$ cat src/rtl/mem_pkg.sv
// Shared constants and state encoding for the memory-stage controller.
package mem_pkg;

    localparam int XLEN = 32;
    localparam int RA_W = 5;

    typedef enum logic [0:0] {
        MS_IDLE = 1'b0,
        MS_WAIT = 1'b1
    } ms_state_t;

endpackage

$ cat src/rtl/mem_wb_reg.sv
// MEM/WB pipeline register: cleared by reset or a low start_i, loads a bubble on request.
module mem_wb_reg #(
    parameter int XLEN = mem_pkg::XLEN,
    parameter int RA_W = mem_pkg::RA_W
) (
    input  logic            clk_i,
    input  logic            rst_i,
    input  logic            start_i,
    input  logic            bubble_i,
    input  logic [XLEN-1:0] alu_result_i,
    input  logic [XLEN-1:0] read_data_i,
    input  logic            mem_to_reg_i,
    input  logic            reg_write_i,
    input  logic [RA_W-1:0] rd_addr_i,
    output logic [XLEN-1:0] alu_result_o,
    output logic [XLEN-1:0] read_data_o,
    output logic            mem_to_reg_o,
    output logic            reg_write_o,
    output logic [RA_W-1:0] rd_addr_o
);
    import mem_pkg::*;

    // Pipeline register with clear and bubble insertion
    always_ff @(posedge clk_i) begin
        if (rst_i || !start_i || bubble_i) begin
            alu_result_o <= '0;
            read_data_o  <= '0;
            mem_to_reg_o <= 1'b0;
            reg_write_o  <= 1'b0;
            rd_addr_o    <= '0;
        end else begin
            alu_result_o <= alu_result_i;
            read_data_o  <= read_data_i;
            mem_to_reg_o <= mem_to_reg_i;
            reg_write_o  <= reg_write_i;
            rd_addr_o    <= rd_addr_i;
        end
    end

endmodule

$ cat src/rtl/mem_access_unit.sv
// Memory-stage controller: runs loads/stores over req/ack, stalls the front end
// while an access is outstanding and feeds the MEM/WB register.
module mem_access_unit #(
    parameter int XLEN = mem_pkg::XLEN,
    parameter int RA_W = mem_pkg::RA_W
) (
    input  logic            clk_i,
    input  logic            rst_i,
    input  logic            start_i,
    input  logic [XLEN-1:0] ALUResult_i,
    input  logic [XLEN-1:0] RS2data_i,
    input  logic            MemRead_i,
    input  logic            MemWrite_i,
    input  logic            MemtoReg_i,
    input  logic            RegWrite_i,
    input  logic [RA_W-1:0] RDaddr_i,
    output logic            mem_req_o,
    output logic            mem_we_o,
    output logic [XLEN-1:0] mem_addr_o,
    output logic [XLEN-1:0] mem_wdata_o,
    input  logic            mem_ack_i,
    input  logic [XLEN-1:0] mem_rdata_i,
    output logic            stall_o,
    output logic [XLEN-1:0] ALUResult_o,
    output logic [XLEN-1:0] ReadData_o,
    output logic            MemtoReg_o,
    output logic            RegWrite_o,
    output logic [RA_W-1:0] RDaddr_o,
    output logic [31:0]     stall_cnt_o
);
    import mem_pkg::*;

    ms_state_t       state_q, state_d;
    logic            mem_op_s;
    logic            stall_s;
    logic            launch_s;
    logic            req_q;
    logic            we_q;
    logic [XLEN-1:0] addr_q;
    logic [XLEN-1:0] wdata_q;
    logic [31:0]     stall_cnt_q;
    logic [XLEN-1:0] wb_rdata_s;

    assign mem_op_s = MemRead_i | MemWrite_i;

    // State register; a low start_i abandons any outstanding access
    always_ff @(posedge clk_i) begin
        if (rst_i || !start_i) begin
            state_q <= MS_IDLE;
        end else begin
            state_q <= state_d;
        end
    end

    // Next-state decode
    always_comb begin
        state_d = state_q;
        case (state_q)
            MS_IDLE: begin
                if (mem_op_s) state_d = MS_WAIT;
                else          state_d = MS_IDLE;
            end
            MS_WAIT: begin
                if (mem_ack_i) state_d = MS_IDLE;
                else           state_d = MS_WAIT;
            end
            default: state_d = MS_IDLE;
        endcase
    end

    // Stall and launch decode
    always_comb begin
        stall_s  = 1'b0;
        launch_s = 1'b0;
        case (state_q)
            MS_IDLE: begin
                stall_s  = mem_op_s;
                launch_s = mem_op_s;
            end
            MS_WAIT: begin
                stall_s  = ~mem_ack_i;
                launch_s = 1'b0;
            end
            default: begin
                stall_s  = 1'b0;
                launch_s = 1'b0;
            end
        endcase
    end

    // Request latch: address/data/we held from launch until the next access
    always_ff @(posedge clk_i) begin
        if (rst_i || !start_i) begin
            req_q   <= 1'b0;
            we_q    <= 1'b0;
            addr_q  <= '0;
            wdata_q <= '0;
        end else if (launch_s) begin
            req_q   <= 1'b1;
            we_q    <= MemWrite_i;
            addr_q  <= ALUResult_i;
            wdata_q <= RS2data_i;
        end else if (state_q == MS_WAIT && mem_ack_i) begin
            req_q   <= 1'b0;
        end
    end

    // Stall-cycle counter; start_i low freezes it, only reset clears it
    always_ff @(posedge clk_i) begin
        if (rst_i) begin
            stall_cnt_q <= 32'd0;
        end else if (start_i && stall_s) begin
            stall_cnt_q <= stall_cnt_q + 32'd1;
        end
    end

    assign wb_rdata_s = (state_q == MS_WAIT && !we_q) ? mem_rdata_i : '0;

    mem_wb_reg #(
        .XLEN (XLEN),
        .RA_W (RA_W)
    ) u_mem_wb_reg (
        .clk_i        (clk_i),
        .rst_i        (rst_i),
        .start_i      (start_i),
        .bubble_i     (stall_s),
        .alu_result_i (ALUResult_i),
        .read_data_i  (wb_rdata_s),
        .mem_to_reg_i (MemtoReg_i),
        .reg_write_i  (RegWrite_i),
        .rd_addr_i    (RDaddr_i),
        .alu_result_o (ALUResult_o),
        .read_data_o  (ReadData_o),
        .mem_to_reg_o (MemtoReg_o),
        .reg_write_o  (RegWrite_o),
        .rd_addr_o    (RDaddr_o)
    );

    assign stall_o     = stall_s;
    assign mem_req_o   = req_q;
    assign mem_we_o    = we_q;
    assign mem_addr_o  = addr_q;
    assign mem_wdata_o = wdata_q;
    assign stall_cnt_o = stall_cnt_q;

endmodule

$ cat config.mk
export PLATFORM = sky130hd
export DESIGN_NAME = mem_access_unit
export DESIGN_NICKNAME = d
export VERILOG_FILES = /design/src/rtl/mem_pkg.sv /design/src/rtl/mem_wb_reg.sv /design/src/rtl/mem_access_unit.sv
export SDC_FILE = /design/constraint.sdc
export NUM_CORES = 1
export LEC_CHECK = 0
export CAP_MARGIN = 20
export CORE_MARGIN = 10
export CORE_UTILIZATION = 41
export DETAILED_ROUTE_END_ITERATION = 6
export GPL_ROUTABILITY_DRIVEN = 0
export PLACE_DENSITY_LB_ADDON = 0.1
export SKIP_LAST_GASP = 1
export SYNTH_ARGS = -nofsm -noshare
export SYNTH_HDL_FRONTEND = slang
export SYNTH_SLANG_ARGS = --single-unit
$ cat constraint.sdc
create_clock -name clk_i -period 2.3 [get_ports clk_i]
set_clock_uncertainty 0.1 [all_clocks]
set_input_delay 0.345 -clock clk_i [delete_from_list [all_inputs] [get_ports clk_i]]
set_output_delay 0.345 -clock clk_i [all_outputs]
set_load 0.005 [all_outputs]
# ---- After elaboration in Yosys (flattened, before gate mapping)
# Index checks and enable logic that the tools add are counted.
dict set report op_classes {
  add_sub_neg 1
  muxes 7
  bitwise 4
  reduce_logical 9
}
# op n
set op_table {}
lappend op_table {{$add 32x1->32 const B} 1}
lappend op_table {{$pmux 1 s2} 3}
lappend op_table {{$mux 1} 4}
lappend op_table {{$logic_and 1x1->1} 3}
lappend op_table {{$not 1->1} 3}
lappend op_table {{$logic_not 1->1} 2}
lappend op_table {{$logic_or 1x1->1} 2}
lappend op_table {{$reduce_bool 2->1} 1}
lappend op_table {{$reduce_or 2->1} 1}
lappend op_table {{$or 1x1->1} 1}
dict set report totals {
  register_bits 170
  inputBits 109
  output_inout_bits 170
  word_cells 32
}

# ---- Depth between registers and ports, before layout
# Gate-level depths: netlist (run 1).
dict set report logic_depth {
  ltp_word 4
  mapped_depth 6
  depth_no_buf 5
}

# ---- Modules after synthesis
# From an unflattened synthesis (run 1), not the netlist that was laid out.
dict set report hier_totals {
  cells_unflattened 672
  area_unflattened_um2 6408.6
}
# mod instances cells_per_inst area_per_inst_um2 seq_area_each_um2
set modules_own_cells {}
lappend modules_own_cells {mem_access_unit 1 509 4020.1 1981.9}
lappend modules_own_cells {mem_wb_reg 1 163 2388.5 1421.4}

# ---- Least setup slack after synthesis (run 1)
# No wires, ideal clock.
dict set report synth_timing {
  path_kind {flip-flop to flip-flop}
  start {register stall_cnt_q[17], in the netlist stall_cnt_o[17]}
  end {register stall_cnt_q[26], in the netlist stall_cnt_o[26]}
  setup_time_ps 121
  arrival_time_ps 1863
  t_required_ps 2079
  setup_slack_ps 216
  stages_incl_launch_ff 7
  n_path_buf 2
  synth_period_minus_slack_ps 2084
  path_cell_list {dfxtp_1 nand4_2 or4_1 buf_2 buf_6 nor4b_2 mux2_2}
}
dict set report synth_via {
  elab_chain_len 1
}
# item line_no
set synth_lines {}
lappend synth_lines {{from (decl)} mem_access_unit.sv:41} ;# logic [31:0] stall_cnt_q;
lappend synth_lines {{from (signal assigned)} mem_access_unit.sv:113} ;# stall_cnt_q <= stall_cnt_q + 32'd1;
lappend synth_lines {{$add 32x1->32} mem_access_unit.sv:113}
# No other way between the ends.
# A chain may end at the register's enable or synchronous reset.

# ---- Worst setup path in the final report (run 1)
dict set report layout_timing {
  start {register stall_cnt_q[18], in the netlist stall_cnt_o[18]}
  end {register stall_cnt_q[28], in the netlist stall_cnt_o[28]}
}
# Same word-level chain as after synthesis.

==> impl_metrics.py, run 1 <==
metrics = {
    "clocking": {
        "htreeDepth": 4,
        "cts_buffers": 17,
        "clock_path_buffers": 2,
        "clock_latency_ns": 0.42,
        "cts_tree": "done",
        "root_buffer": "clkbuf_16",
        "numClockSinks": 170,
        "ctsHoldBuffers": 0,
        "post_cts_buffers": 0,
        "clkTransAtPathRegs_ns": 0.06,
    },
    "setup_path": {
        "crit_required_ns": 2.50,
        "crit_fanout": 16,
        "start_kind": "register",
        "reg2reg_from": "stall_cnt_o[18]$_SDFFE_PP0P_",
        "path_class": "reg -> reg",
        "cp_data_arrival_time_ns": 2.35,
        "reg2reg_slack_ns": 0.16,
        "r2r_cells": 5,
        "r2r_end": "stall_cnt_o[28]$_SDFFE_PP0P_",
        "crit_path_start": "stall_cnt_o[18]$_SDFFE_PP0P_",
        "critPathCaptureType": "register",
        "crit_end": "stall_cnt_o[28]$_SDFFE_PP0P_",
    },
    "power_and_ir_drop": {
        "p_switching_mw": 1.37,
        "p_clk_share_pct": 43.1,
        "intPower_mw": 5.03,
        "p_seq_share_pct": 47.7,
        "p_comb_share_pct": 9.2,
        "ir_worst_vdd_uv": 540,
        "leakagePower_nw": 3.54,
        "switching_share_pct": 21.4,
        "p_per_area_nw_per_um2": 673,
    },
    "floorplan": {
        "coreArea_um2": 13900,
        "die_w_um": 139,
        "ioPinCount": 279,
        "die_h_um": 139,
        "std_cell_rows": 43,
        "start_util_pct": 41.9,
        "dieArea_um2": 19400,
    },
    "grt": {
        "grt_overflow": 0,
        "grt_pass1_vias": 5289,
        "antenna_found_initial": 0,
        "grt_pass1_wl_um": 30200,
        "grt_usage_pct": 19.3,
        "grt_max_degree": 67,
    },
    "synth": {
        "syn_area_per_cell_um2": 9.14,
        "synth_xor_xnor_area_share_pct": 0.901,
        "synth_compound_area_share_pct": 10.1,
        "synth_cells": 638,
        "synthAdderAreaFrac_pct": 0.214,
        "ys_types": 33,
        "ys_seq_elements": 170,
        "synth_fp_nets": 748,
        "synthSimpleGateAreaFrac_pct": 26.3,
        "synth-seq-area-share_pct": 58.3,
        "synth_warnings": 0,
        "syn-cell-area_um2": 5830,
        "synth_top_family_by_area": "simple AND/OR/NAND/NOR gates",
        "muxShareOfSynthArea_pct": 0.944,
    },
    "sta": {
        "setup_tns_ns": 0,
        "period_share_pct": 93.3,
        "hold_violations": 0,
        "setup_viol": 0,
        "setup_ws_ns": 0.155,
        "drv_slew": 0,
        "clock.fmax_mhz": 466,
        "rsz0062_at_grt": "false",
        "tightest_slew_ns": 0.720,
        "min_period_ns": 2.14,
        "slew_headroom_pct": 52.0,
    },
    "min_path": {
        "hp-class": "reg -> reg",
    },
    "place": {
        "hpwlAfterDp_um": 14500,
        "port_buffers": 278,
        "pre_cts_slack_ns": 0.00364,
        "dp.cells": 1080,
    },
    "finish": {
        "diodes": 0,
        "fill_cells": 1086,
        "syn2layout_area_growth_pct": 62.8,
        "final_cells": 1109,
        "layout-drive-gt1-share_pct": 7.32,
        "nets": 1029,
    },
    "job": {
        "cap_violations": 0,
    },
    "routing": {
        "ant_nets": 0,
        "vias": 5348,
        "vias_per_cell": 4.82,
        "routedWlPerCell_um": 17.3,
        "drt-initial-drc-count": 330,
        "dr.pass1.iters": 4,
        "drt-total-wl_um": 19200,
        "drc": 0,
    },
    "run_status": {
        "status": "finished clean",
    },
}
critical path: stages (launching register included):
cell,delay [ns]
dfxtp_1,0.40
nand4_2,0.15
or4_1,0.53
buf_4,0.21
nor4_2,0.28
mux2_1,0.36
routing by layer:
metal / up-vias / global-route usage [%] / share of wire, %
met3: 18 / 9.19 / 9.3
met2: 190 / 32.4 / 49
met5: - / 0 / 0
met1: 2456 / 21.2 / 40
li1: 2684 / - / -
met4: 0 / 6.04 / 1.6
how the worst min path moves through the flow:
stage | slack [ns] | startpoint | endpoint | depth (start not counted)
global placement | 0.34 | mem_wdata_o[12]$_SDFFE_PP0P_ | mem_wdata_o[12]$_SDFFE_PP0P_ | 2
detailed placement | 0.35 | mem_wdata_o[10]$_SDFFE_PP0P_ | mem_wdata_o[10]$_SDFFE_PP0P_ | 2
global route | 0.36 | RS2data_i[5] | mem_wdata_o[5]$_SDFFE_PP0P_ | 3
floorplan | 0.35 | mem_addr_o[0]$_SDFFE_PP0P_ | mem_addr_o[0]$_SDFFE_PP0P_ | 2
finish | 0.35 | mem_addr_o[31]$_SDFFE_PP0P_ | mem_addr_o[31]$_SDFFE_PP0P_ | 2
CTS | 0.35 | RS2data_i[5] | mem_wdata_o[5]$_SDFFE_PP0P_ | 3
cell usage in the layout (no fill, tap or decap), drive strengths merged:
cell type / count
a21oi: 88
nor2b: 4
a21boi: 1
dfxtp: 170
bufinv: 2
mux2i: 1
nand2: 145
inv: 5
clkinv: 5
clkdlybuf4s50: 277
clkbuf: 21
buf: 25
nand4: 11
nor2: 14
nand2b: 1
or2: 2
mux2: 4
or4: 17
o31ai: 14
ha: 1
clkinvlp: 1
dlymetal6s2s: 1
nor4b: 1
o41ai: 1
and2: 76
o21ai: 6
xor2: 6
or3: 7
nand3: 11
and4: 4
and3b: 1
and3: 3
nor4: 3
per-stage QoR:
| stage | total power, mW | util [%] | cell area (um2) | hold slack (ns) |
|---|---|---|---|---|
| finish | 6.39 | 68.2 | 9500 | 0.352 |
| global route | 6.64 | 68.2 | 9500 | 0.356 |
| CTS | 6.46 | 68.1 | 9500 | 0.349 |
| detailed placement | 3.71 | 64.1 | 8930 | 0.346 |
| global placement | 3.69 | 64.1 | 8930 | 0.342 |
| floorplan | 3.29 | - | 5830 | 0.353 |
sequential cells by signal (all words and copies together), names as in the netlist:
signal,cells
mem_addr_o,32
state_q,1
stall_cnt_o,32
mem_we_o,1
u_mem_wb_reg.read_data_o,32
u_mem_wb_reg.reg_write_o,1
mem_wdata_o,32
u_mem_wb_reg.rd_addr_o,5
u_mem_wb_reg.alu_result_o,32
u_mem_wb_reg.mem_to_reg_o,1
mem_req_o,1
power by group through the flow:
stage / clock [mW] / combinational [mW] / sequential (mW)
detailed placement: 0 / 0.594 / 3.11
CTS: 2.81 / 0.597 / 3.05
finish: 2.76 / 0.587 / 3.05
global placement: 0 / 0.584 / 3.11
floorplan: 0 / 0.174 / 3.12
global route: 2.94 / 0.640 / 3.05
cell usage after synthesis, drive strengths merged:
library cell  number  area, um2
nand2b             1       6.26
o21ai              6       30.0
nand2            145        544
nand4             11       75.1
nand3             11       55.1
a21boi             1       7.51
o31ai             14        105
mux2               4       45.0
and3               3       18.8
dfxtp            170       3400
nor4               3       37.5
and3b              1       8.76
clkbuf            30        113
buf               11       52.6
mux2i              1       10.0
nor4b              1       15.0
nor2b              4       25.0
and2              76        475
a21oi             88        440
xor2               6       52.6
o41ai              1       8.76
or3                7       43.8
inv                5       18.8
and4               4       35.0
nor2              14       52.6
or4               17        130
ha                 1       12.5
or2                2       12.5
timing repair:
item,4_1_cts,5_1_grt
endpoints found under the hold margin,0,0
gates resized for setup,0,3
setup endpoints to repair,0,3
cell families after synthesis:
family                     Yosys count
AOI/OAI and AO/OA                  110
and+or+nand+nor                    300
xor gates and xnor gates             6
DFF                                170
buffers and inverters               46
adders and majority gates            1
muxes                                5
area by class of cell:
cell class / instances / area, um2 / area share [%]
Multi-Input combinational cell: 422 / 2260 / 23.8
Tap cell: 180 / 225 / 2.37
Clock inverter: 8 / 96.3 / 1.01
Inverter: 5 / 18.8 / 0.198
Clock buffer: 21 / 470 / 4.95
Timing Repair Buffer: 303 / 3020 / 31.8
Sequential cell: 170 / 3410 / 35.8
(Power assumes the default switching activity.)
==> inputs of run 2 (changes only) <==
HOLD_SLACK_MARGIN = 0.12   (was default)
RECOVER_POWER = 100   (was default)
==> run 2 against run 1 <==
Against the previous run:
- sequential power about the same
- highest routed layer unchanged
- clock power about the same
- combinational power down 5.8%
- clock-buffer cell count unchanged
- worst setup slack worse by 0.015 ns
- non-clock buffer count unchanged
- via count up 0.34%
==> impl_metrics.py, run 2 (synthesis gave the netlist of run 1 again) <==
metrics = {
    "sta": {
        "setup_viol": 0,
        "slew_headroom_pct": 51.2,
        "setup_tns_ns": 0,
        "hold_violations": 0,
        "setup_ws_ns": 0.140,
        "min_period_ns": 2.16,
        "drv_slew": 0,
        "tightest_slew_ns": 0.731,
        "clock.fmax_mhz": 463,
        "period_share_pct": 93.9,
        "rsz0062_at_grt": "false",
    },
    "floorplan": {
        "dieArea_um2": 19400,
        "std_cell_rows": 43,
        "ioPinCount": 279,
        "coreArea_um2": 13900,
        "die_h_um": 139,
        "start_util_pct": 41.9,
        "die_w_um": 139,
    },
    "routing": {
        "vias": 5366,
        "drt-total-wl_um": 19200,
        "drc": 0,
        "ant_nets": 0,
        "routedWlPerCell_um": 17.3,
        "dr.pass1.iters": 6,
        "drt-initial-drc-count": 332,
        "vias_per_cell": 4.84,
    },
    "grt": {
        "antenna_found_initial": 0,
        "grt_usage_pct": 19.3,
        "grt_pass1_wl_um": 30200,
        "grt_pass1_vias": 5289,
        "grt_max_degree": 67,
        "grt_overflow": 0,
    },
    "power_and_ir_drop": {
        "p_total_mw": 6.36,
        "ir_worst_vdd_uv": 540,
        "p_per_area_nw_per_um2": 675,
        "leakagePower_nw": 4.02,
    },
    "clocking": {
        "cts_buffers": 17,
        "root_buffer": "clkbuf_16",
        "ctsHoldBuffers": 0,
        "clkTransAtPathRegs_ns": 0.06,
        "htreeDepth": 4,
        "numClockSinks": 170,
        "clock_path_buffers": 2,
        "cts_tree": "done",
        "cts-resized-gates": 0,
        "post_cts_buffers": 0,
        "clock_latency_ns": 0.42,
    },
    "setup_path": {
        "crit_required_ns": 2.55,
        "crit_fanout": 32,
        "critPathCaptureType": "register",
        "start_kind": "input port",
        "path_class": "in -> reg",
        "cp_data_arrival_time_ns": 2.41,
    },
    "place": {
        "port_buffers": 278,
        "hpwlAfterDp_um": 14500,
        "pre_cts_slack_ns": 0.00364,
    },
    "finish": {
        "nets": 1029,
        "layout-drive-gt1-share_pct": 6.67,
        "final_common_cell": "dfxtp_1",
        "final_cell_mix": "168 x dfxtp_1, 165 x dlygate4sd3_1, 145 x nand2_1",
        "syn2layout_area_growth_pct": 61.4,
        "diodes": 0,
    },
    "run_status": {
        "status": "finished clean",
    },
    "min_path": {
        "hp-class": "reg -> reg",
    },
    "job": {
        "cap_violations": 0,
    },
}
==> run 2: final cells by class <==
| cell class | count | area [um2] |
|---|---|---|
| Inverter | 5 | 18.8 |
| Multi-Input combinational cell | 422 | 2250 |
| Fill cell | 1096 | 4520 |
| Sequential cell | 170 | 3410 |
| Timing Repair Buffer | 303 | 2950 |
| Clock inverter | 8 | 96.3 |
| Tap cell | 180 | 225 |
| Clock buffer | 21 | 470 |
==> run 2: critical path: stages <==
cell	delay, ns
dlygate4sd3_1	0.56
or3_1	0.40
buf_4	0.18
a21oi_2	0.14
and3b_1	0.16
buf_2	0.41
and2_0	0.21
==> run 2: per-layer routing <==
metal,track usage (%),vias up,wire [um]
li1,-,2686,-
met1,21.2,2467,7520
met2,32.4,193,9520
met3,9.19,20,1840
met4,6.04,0,315
met5,0,-,0
==> run 2: power by group <==
group | internal [mW] | switching (mW) | total, mW
logic | 0.318 | 0.236 | 0.553
clock network | 1.66 | 1.10 | 2.76
registers | 3.01 | 0.0307 | 3.05
total | 4.99 | 1.37 | 6.36
==> run 2: stage by stage <==
step | instance area (um2) | hold slack [ns] | cells | utilization (%)
2_1_floorplan | 5830 | 0.353 | 638 | -
3_3_place_gp | 8930 | 0.342 | 1080 | 64.1
3_5_place_dp | 8930 | 0.346 | 1080 | 64.1
4_1_cts | 9500 | 0.349 | 1109 | 68.1
5_1_grt | 9420 | 0.356 | 1109 | 67.6
6_report | 9420 | 0.349 | 1109 | 67.6
==> run 2: path summary, 6_finish.rpt <==
| kind | from | slack, ns | cells past startpoint | end |
|---|---|---|---|---|
| setup / recovery | MemWrite_i | 0.14 | 7 | u_mem_wb_reg.read_data_o[24]$_SDFF_PP0_ |
| setup reg to reg | stall_cnt_o[18]$_SDFFE_PP0P_ | 0.17 | 5 | stall_cnt_o[28]$_SDFFE_PP0P_ |
| hold reg to reg | mem_addr_o[31]$_SDFFE_PP0P_ | 0.35 | 2 | mem_addr_o[31]$_SDFFE_PP0P_ |
| hold / removal | mem_addr_o[31]$_SDFFE_PP0P_ | 0.35 | 2 | mem_addr_o[31]$_SDFFE_PP0P_ |
==> inputs of run 3 (changes only) <==
CAP_MARGIN = default   (was 20)
GPL_TIMING_DRIVEN = 0   (was default)
==> run 3 against run 2 <==
Against the previous run:
- global-route usage up 0.57 points
- first-iteration DRC count down 45%
- clock-buffer cell count unchanged
- sequential cell count unchanged
- sequential power about the same
- cell area up 0.43%
- cell count up 1.9%
- register-to-register slack worse by 0.07 ns
- worst hold slack worse by 0.20 ns
- combinational power about the same
- wire length up 5.1%
- critical path depth down 2
- critical path type is now in -> out
- highest routed layer unchanged
==> impl_metrics.py, run 3 (synthesis gave the netlist of run 1 again) <==
metrics = {
    "run_status": {
        "status": "finished clean",
    },
    "finish": {
        "fill_cells": 1115,
        "nets": 1047,
        "syn2layout_area_growth_pct": 62.1,
        "final_cell_mix": "163 x dlygate4sd3_1, 162 x dfxtp_1, 145 x nand2_1",
        "final_common_cell": "dlygate4sd3_1",
        "final_cells": 1130,
        "layout-drive-gt1-share_pct": 6.00,
        "diodes": 0,
    },
    "setup_path": {
        "start_kind": "input port",
        "crit_fanout": 10,
        "path_class": "in -> out",
        "critPathCaptureType": "primary output",
        "cp_data_arrival_time_ns": 1.79,
        "crit_required_ns": 1.86,
        "reg2reg_slack_ns": 0.10,
    },
    "clocking": {
        "clock_path_buffers": 2,
        "cts_buffers": 17,
        "cts_tree": "done",
        "clkTransAtPathRegs_ns": 0.06,
        "numClockSinks": 170,
        "clock_latency_ns": 0.42,
        "ctsHoldBuffers": 0,
        "htreeDepth": 4,
        "root_buffer": "clkbuf_16",
    },
    "power_and_ir_drop": {
        "p_comb_share_pct": 8.7,
        "intPower_mw": 4.98,
        "p_clk_share_pct": 43.9,
        "leakagePower_nw": 3.98,
        "switching_share_pct": 22.4,
        "p_seq_share_pct": 47.5,
        "p_switching_mw": 1.43,
        "p_per_area_nw_per_um2": 678,
        "ir_worst_vdd_uv": 466,
    },
    "routing": {
        "drt-total-wl_um": 20200,
        "ant_nets": 0,
        "drt-initial-drc-count": 182,
        "vias": 5521,
        "routedWlPerCell_um": 17.8,
        "vias_per_cell": 4.89,
        "dr.pass1.iters": 4,
        "drc": 0,
    },
    "grt": {
        "grt_usage_pct": 19.9,
        "grt_max_degree": 17,
        "grt_pass1_vias": 5448,
        "antenna_found_initial": 0,
        "grt_pass1_wl_um": 30800,
        "grt_overflow": 0,
    },
    "floorplan": {
        "die_w_um": 139,
        "dieArea_um2": 19400,
        "die_h_um": 139,
        "std_cell_rows": 43,
        "coreArea_um2": 13900,
        "ioPinCount": 279,
        "start_util_pct": 41.9,
    },
    "sta": {
        "period_share_pct": 97.3,
        "rsz0062_at_grt": "true",
        "clock.fmax_mhz": 447,
        "hold-worst-slack_ns": 0.153,
        "slew_headroom_pct": 64.6,
        "tightest_slew_ns": 0.530,
        "drv_slew": 0,
        "setup_viol": 0,
        "hold_violations": 0,
        "min_period_ns": 2.24,
    },
    "place": {
        "port_buffers": 278,
        "hpwlAfterDp_um": 15900,
        "dp.cells": 1096,
    },
    "min_path": {
        "hp-class": "in -> reg",
    },
    "job": {
        "cap_violations": 0,
    },
}
## run 3: power by group through the flow
stage | sequential, mW | combinational [mW] | clock [mW]
floorplan | 3.12 | 0.174 | 0
global placement | 3.11 | 0.571 | 0
detailed placement | 3.11 | 0.583 | 0
CTS | 3.05 | 0.587 | 2.85
global route | 3.05 | 0.607 | 2.97
finish | 3.04 | 0.556 | 2.81
## run 3: path summary, 6_finish.rpt
check / startpoint / to / cells after the start
setup / recovery: MemRead_i / stall_o / 5
hold / removal: MemWrite_i / mem_we_o$_SDFFE_PP0P_ / 3
setup reg to reg: stall_cnt_o[9]$_SDFFE_PP0P_ / stall_cnt_o[26]$_SDFFE_PP0P_ / 6
hold reg to reg: mem_req_o$_SDFFE_PP0P_ / mem_req_o$_SDFFE_PP0P_ / 2
## run 3: through the flow
stage                     cell area, um2  power [mW]  worst slack (ns)  TNS [ns]  utilization (%)
after floorplan                     5830        3.29             0.216         0                -
after global placement              8840        3.68            -0.437    -21.60             63.5
after detailed placement            8840        3.70            -0.505    -23.61             63.5
after CTS                           9430        6.49           -0.0264   -0.0264             67.7
after global routing                9460        6.63           -0.0227   -0.0518             67.9
final                               9460        6.41            0.0611         0             67.9
## run 3: what timing repair did
action / 4_1_cts / 5_1_grt
pin swaps: 0 / 2
endpoints found under the hold margin: 0 / 0
endpoints found under the setup margin: 10 / 29
gates resized for setup: 3 / 13
gates cloned: 0 / 0
buffers inserted: 0 / 2
## run 3: critical path: stages
cell and delay (ns):
clkdlybuf4s50_1 0.41, or3_4 0.42, buf_4 0.18, and2_1 0.15, dlygate4sd2_1 0.27
## run 3: cell type report
class	count	area, um2	share of cell area [%]
buffer	41	170	1.80
clock buffer	21	460	4.87
clock inverter	11	120	1.27
inverter	5	18.8	0.198
multi-input combinational	422	2250	23.8
sequential	170	3410	36.1
tap	180	225	2.38
timing repair buffer	280	2800	29.6
## run 3: per-layer routing
| layer | wire length [um] | up-vias | GRT usage [%] | share of wire (%) |
|---|---|---|---|---|
| li1 | - | 2739 | - | - |
| met1 | 7800 | 2553 | 20.9 | 39 |
| met2 | 10000 | 206 | 34.8 | 50 |
| met3 | 1950 | 23 | 8.81 | 9.6 |
| met4 | 391 | 0 | 6.59 | 1.9 |
| met5 | 0 | - | 0 | 0 |
